File: config.mk
export PLATFORM = sky130hd
export DESIGN_NAME = pulse_train_gen
export DESIGN_NICKNAME = d
export VERILOG_FILES = /design/src/rtl/pulse_train_gen_pkg.sv /design/src/rtl/pulse_train_gen.sv
export SDC_FILE = /design/constraint.sdc
export NUM_CORES = 1
export LEC_CHECK = 0
export CAP_MARGIN = 25
export CELL_PAD_IN_SITES_DETAIL_PLACEMENT = 1
export CELL_PAD_IN_SITES_GLOBAL_PLACEMENT = 1
export CORE_UTILIZATION = 47
export DETAILED_ROUTE_END_ITERATION = 8
export HOLD_SLACK_MARGIN = 0.05
export PLACE_DENSITY = 0.87
export SYNTH_ARGS = -nofsm -noshare
export SYNTH_HDL_FRONTEND = slang
export SYNTH_SLANG_ARGS = --single-unit
export TNS_END_PERCENT = 1
File: constraint.sdc
create_clock -name clk -period 9.44 [get_ports clk]
set_input_delay 1.888 -clock clk [delete_from_list [all_inputs] [get_ports clk]]
set_output_delay 1.888 -clock clk [all_outputs]
set_load 0.05 [all_outputs]
File: src/rtl/pulse_train_gen_pkg.sv
// Shared state encoding and constants for the pulse-train transmitter.
package pulse_train_gen_pkg;

    typedef enum logic [1:0] {
        ST_IDLE = 2'd0,
        ST_HIGH = 2'd1,
        ST_LOW  = 2'd2
    } state_t;

    // Shortest legal period: one high cycle plus one low cycle.
    localparam int MIN_PERIOD = 2;

endpackage

File: src/rtl/pulse_train_gen.sv
// Programmable pulse-train transmitter: K pulses (or continuous) of clamped width/period.
// All outputs registered; first rising edge one cycle after start, abort effective next cycle, no backpressure.
module pulse_train_gen #(
    parameter int CNT_W = 24,
    parameter int NUM_W = 16
) (
    input  logic             clk,
    input  logic             rst,
    input  logic             start,
    input  logic             abort,
    input  logic [CNT_W-1:0] period,
    input  logic [CNT_W-1:0] width,
    input  logic [NUM_W-1:0] num_pulses,
    output logic             pulse_out,
    output logic             busy,
    output logic             done,
    output logic [NUM_W-1:0] pulses_sent
);
    import pulse_train_gen_pkg::*;

    state_t           state;
    logic [CNT_W-1:0] phase;
    logic [CNT_W-1:0] high_len;
    logic [CNT_W-1:0] low_len;
    logic [NUM_W-1:0] num_lat;

    logic [CNT_W-1:0] eff_period;
    logic [CNT_W-1:0] eff_width;
    logic             last_phase;
    logic             train_end;

    // Clamp so every pulse has at least one high and one low cycle.
    always_comb begin
        eff_period = period;
        if (period < CNT_W'(MIN_PERIOD)) begin
            eff_period = CNT_W'(MIN_PERIOD);
        end
        eff_width = width;
        if (width == '0) begin
            eff_width = CNT_W'(1);
        end
        if (eff_width >= eff_period) begin
            eff_width = eff_period - CNT_W'(1);
        end
    end

    assign last_phase = (phase == CNT_W'(1));
    assign train_end  = (num_lat != '0) && (pulses_sent == num_lat);

    always_ff @(posedge clk or posedge rst) begin
        if (rst) begin
            state       <= ST_IDLE;
            phase       <= '0;
            high_len    <= '0;
            low_len     <= '0;
            num_lat     <= '0;
            pulse_out   <= 1'b0;
            busy        <= 1'b0;
            done        <= 1'b0;
            pulses_sent <= '0;
        end else begin
            done <= 1'b0;
            case (state)
                ST_IDLE: begin
                    if (start && !abort) begin
                        high_len    <= eff_width;
                        low_len     <= eff_period - eff_width;
                        num_lat     <= num_pulses;
                        phase       <= eff_width;
                        // Count cleared and first rising edge counted together.
                        pulses_sent <= NUM_W'(1);
                        pulse_out   <= 1'b1;
                        busy        <= 1'b1;
                        state       <= ST_HIGH;
                    end
                end
                ST_HIGH: begin
                    if (abort) begin
                        state     <= ST_IDLE;
                        phase     <= '0;
                        pulse_out <= 1'b0;
                        busy      <= 1'b0;
                    end else if (last_phase) begin
                        state     <= ST_LOW;
                        phase     <= low_len;
                        pulse_out <= 1'b0;
                    end else begin
                        phase <= phase - CNT_W'(1);
                    end
                end
                ST_LOW: begin
                    if (abort) begin
                        state     <= ST_IDLE;
                        phase     <= '0;
                        pulse_out <= 1'b0;
                        busy      <= 1'b0;
                    end else if (last_phase) begin
                        if (train_end) begin
                            state <= ST_IDLE;
                            phase <= '0;
                            busy  <= 1'b0;
                            done  <= 1'b1;
                        end else begin
                            state       <= ST_HIGH;
                            phase       <= high_len;
                            pulse_out   <= 1'b1;
                            pulses_sent <= pulses_sent + NUM_W'(1);
                        end
                    end else begin
                        phase <= phase - CNT_W'(1);
                    end
                end
                default: begin
                    state     <= ST_IDLE;
                    phase     <= '0;
                    pulse_out <= 1'b0;
                    busy      <= 1'b0;
                end
            endcase
        end
    end

endmodule
Word-level counts from Yosys, hierarchy flattened
Cells that the tools add are included.
- output and inout port bits: 19
- memories: 0
- bits of input ports: 68
- RAM bits: 0
- ROM bits: 0
- register bits after elaboration: 109
- bits in latches: 0
- word-level logic and storage cells: 78
- shifts and indexed selects: 0
- reductions and logical operators: 12
- divide/modulo/power cells: 0
- bitwise gates (word level): 0
- muxes and demuxes: 38
- add/subtract/negate cells: 4
- multiply operators: 0
- order comparisons: 2
- eq/ne operators: 13
- operators with widths (cell ; number):
    2-to-1 mux 24 bit ; 9
    one-hot mux 24 bit (3 select lines) ; 1
    2-to-1 mux 16 bit ; 4
    subtractor 24 x 1 -> 24 bit, second input constant ; 2
    one-hot mux 16 bit (2 select lines) ; 1
    == test 24 x 1 -> 1 bit, second input constant ; 1
    greater-or-equal comparator 24 bit ; 1
    zero test 24 bit ; 1
    less-than comparator 24 x 2 -> 1 bit, second input constant ; 1
    subtractor 24 bit ; 1
    adder 16 x 1 -> 16 bit, second input constant ; 1
    == test 16 bit ; 1
    nonzero test 16 bit ; 1
    2-to-1 mux 1 bit ; 15
    != test 3 bit, second input constant ; 4
    2-to-1 mux 2 bit ; 5
    != test 2 bit, second input constant ; 5
    AND reduction 4 bit ; 2
    one-hot mux 1 bit (3 select lines) ; 2
    one-hot mux 2 bit (3 select lines) ; 1
    AND reduction 5 bit ; 1
    AND reduction 3 bit ; 1
    == test 2 x 1 -> 1 bit, second input constant ; 1
    == test 2 bit, second input constant ; 1
    other kinds (5) ; 6

Depth between registers and ports, before layout
- depth after elaboration: 6
- gate-level depth with buffers: 28

Least setup slack after synthesis
No wires, ideal clock.
- kind: input -> register
- start point: input port period[21]
- end point: register low_len[22]
- data required time: 9345 ps
- arrival: 7512 ps
- setup slack: 1833 ps
- cell stages on the path: 28
- path through: or4_1 -> nor4_1 -> nand3_1 -> or2_2 -> nand2_1 -> inv_1 -> ha_1 -> nand2b_1 -> a211oi_1 -> o221ai_1 -> and2_1 -> clkbuf_1 -> nor3_1 -> clkbuf_1 -> nor2_1 -> a21oi_1 -> ha_1 -> clkbuf_1 -> a21o_1 -> a31oi_1 -> o21bai_1 -> a21o_1 -> a21oi_1 -> and3_1 -> a31oi_1 -> o311ai_1 -> a21oi_1 -> o31ai_1
- cells in the longest elaborated chain, start to end: 5
- ends and longest elaborated chain (element ; line ; text):
    from (decl) ; pulse_train_gen.sv:11 ; input logic [CNT_W-1:0] period,
    less-than comparator 24 x 2 -> 1 bit ; pulse_train_gen.sv:35 ; if (period < CNT_W'(MIN_PERIOD)) begin
    2-to-1 mux 24 bit * ; pulse_train_gen.sv:35 ;
    subtractor 24 x 1 -> 24 bit / greater-or-equal comparator 24 bit (equally long branches) ; pulse_train_gen.sv:43, pulse_train_gen.sv:42 ;
    2-to-1 mux 24 bit ; pulse_train_gen.sv:42 ; if (eff_width >= eff_period) begin
    subtractor 24 bit * ; pulse_train_gen.sv:67 ; low_len <= eff_period - eff_width;
    to (signal assigned) ; pulse_train_gen.sv:67 ;
    to (decl) ; pulse_train_gen.sv:24 ; logic [CNT_W-1:0] low_len;
Mark *: on every way between the ends. The rest lies on a longest branch, timed or not.
A chain may end at the register's enable or synchronous reset.

Worst setup path after layout
- start point: input port period[20]
- end point: register low_len[22]
Same word-level chain as after synthesis.

==> results_dict.tcl <==
set metrics [dict create \
    post_cts_buffers 0 \
    highest_layer "met4" \
    die_w_um 135 \
    yosys.cell_types.count 63 \
    slowest_stage "nor3_2" \
    critPathMaxStageDelay_ns 0.58 \
    maxSlewHeadroom_pct 37.8 \
    track_usage_pct 29.8 \
    clock-sinks 109 \
    drt-pass1-iter-count 7 \
    dp_hpwl_mm 19.4 \
    avgSynthCellArea_um2 8.06 \
    routabilityCongestion 0.954 \
    grt_overflow_total 0 \
    status "completed" \
    met1_length_mm 12.1 \
    start_util_pct 48.0 \
    async_reset_ff_share_pct 100 \
    cts_tree "done" \
    cts_resized 0 \
    nets 1159 \
    wl_per_cell_um 20.4 \
    crit_family "simple AND/OR/NAND/NOR gates" \
    insertion_delay_ns 0.37 \
    synth_edf_count 0 \
    power_density_nw_per_um2 168 \
    maxCapViolCount 0 \
    tightest_slew_ns 0.929 \
    fmax_mhz 116 \
    antenna_found_initial 0 \
    fin_hold_ws_ns 0.490 \
    wl_mm 25.9 \
    holdCritPathClass "flip-flop to flip-flop" \
    cts-root-buf "clkbuf_16" \
    crit_type "input port to flip-flop" \
    cp.required_ns 9.72 \
    ys.flop_type "dfrtp_1" \
    htreeDepth 3 \
    drtIter0Drc 582 \
    rows 48 \
    cts_inserted_buffers 9 \
    cpMostUsedCell "a21oi_1" \
    path_buf_inv 2 \
    cts_buffer_depth 2 \
    layout-drive-gt1-share_pct 4.21 \
    period_minus_slack_ns 8.63 \
    worstPathMaxFanout 11 \
    grt_max_degree 70 \
    hold_violations 0 \
    drcViolationCount 0 \
    ir_drop_uv 78.1 \
    synth.ff_latch_count 109 \
    portBuffers 86 \
    grt_first_pass_wirelength_mm 42.1 \
    start_kind "input port" \
    die_y_um 135 \
    route.met2.wl_mm 11.9 \
    tns_ns 0 \
    syn_to_final_growth_pct 14.2 \
    synthesis.area_um2 8270 \
    grt_pass1_vias 7958 \
    setup_viol 0 \
    die-area_um2 18100 \
    layout_commonest_cell "nand2_1" \
    final_cell_mix "153 x nand2_1, 109 x dfrtp_1, 86 x clkdlybuf4s50_1" \
    skew_ns 0.0158 \
    synth_fp_nets 1145 \
    crit_path_end_kind "flip-flop" \
    nFillCells 2062 \
    synth_seq_area_share_pct 33.0 \
    clk_pin_slew_worst_paths_ns 0.08 \
    period_share_pct 91.4 \
    synth_cells 1026 \
    vias 7802 \
    final_util_pct 54.8 \
    slew_violations 0 \
    cts_hold_buf 0 \
    arrival_ns 8.91 \
    rsz0062_at_grt "false" \
    core_area_um2 17200 \
    yosys_warnings 0 \
    antenna_left 0 \
    p_leak_uw 0.00402 \
    vias_per_cell 6.14 \
    wl_met3_mm 1.31 \
    diodes 0 \
    pin_count 87 \
]
tightest hold or removal path, stage by stage (launching register included):
cell     delay, ns
dfrtp_1       0.35
nand2_1       0.05
o21ai_0       0.06
metal layers:
metal,vias to the layer above,GRT usage (%)
met2,220,46.9
met4,0,9.99
li1,3657,-
met1,3880,41.4
met3,45,5.26
met5,-,0
worst paths after layout:
check | startpoint | end | slack [ns] | cells after the start
max | period[20] | low_len[22] | 0.81 | 26
min reg2reg | high_len[3] | high_len[3] | 0.49 | 2
min in group asynchronous | rst | high_len[3] | 2.03 | 2
max in group asynchronous | rst | high_len[20] | 6.21 | 3
min | high_len[3] | high_len[3] | 0.49 | 2
max reg2reg | phase[15] | pulses_sent[15] | 4.89 | 10
final cells by class:
class / instances / area [µm²] / area share, %
clock buffers: 10 / 239 / 2.53
inverters: 42 / 160 / 1.70
multi-input cells: 784 / 5030 / 53.3
flip-flops and latches: 109 / 2730 / 28.9
well taps: 225 / 282 / 2.98
repair buffers: 94 / 941 / 9.96
clock inverters: 6 / 62.6 / 0.662
logic make-up after synthesis:
| group | count (synthesis) | synth area share, % |
|---|---|---|
| XOR/XNOR | 81 | 8.58 |
| buffers and inverters | 133 | 6.26 |
| AND/OR/NAND/NOR | 363 | 20.6 |
| flip-flops | 109 | 33.0 |
| multiplexers | 8 | 0.969 |
| AO/OA/AOI/OAI | 281 | 22.8 |
| adder cells (fa/ha/maj) | 51 | 7.81 |
where the power goes:
group	internal [µW]	leakage [µW]	switching, µW
clock network	194	0.000149	197
logic	218	0.00252	305
registers	570	0.00135	97.4
stage by stage:
step	setup WS (ns)	total power, µW	cells	instance area [µm²]
2_1_floorplan	1.83	1010	1026	8270
3_3_place_gp	0.796	1150	1253	9110
3_5_place_dp	0.565	1180	1253	9110
4_1_cts	0.845	1580	1269	9420
5_1_grt	0.250	1680	1270	9440
6_report	0.812	1580	1270	9440
sequential cells by signal, summed over array words and instances (netlist names):
signal,cells
pulse_out,1
busy,1
state,2
phase,24
done,1
pulses_sent,16
num_lat,16
low_len,24
high_len,24
synthesized netlist by cell type, types with 4 or more instances:
library cell	number	area (µm²)
o31ai_1	11	82.6
o21bai_1	7	52.6
or2_2	4	25.0
and2_1	4	25.0
nor2_1	81	304
xnor2_1	46	403
clkbuf_1	84	315
o21a_1	36	270
o221ai_1	15	131
inv_1	42	158
or3_1	6	37.5
o211ai_1	9	67.6
nand3_1	17	85.1
nand2b_1	7	43.8
a22oi_1	7	52.6
a21o_1	13	97.6
a221oi_1	16	140
mux2i_1	8	80.1
or4_1	6	45.0
nand4_1	14	87.6
a21oi_1	60	300
xor2_1	35	307
and3_1	10	62.6
nor3_1	22	110
ha_1	50	626
nor3b_1	4	30.0
nand2_1	153	574
o21ai_0	69	345
nor4_1	23	144
dfrtp_1	109	2730
a31oi_1	11	68.8
a221oi_2	4	60.1
Note: power is estimated with default switching activity, not from simulation.
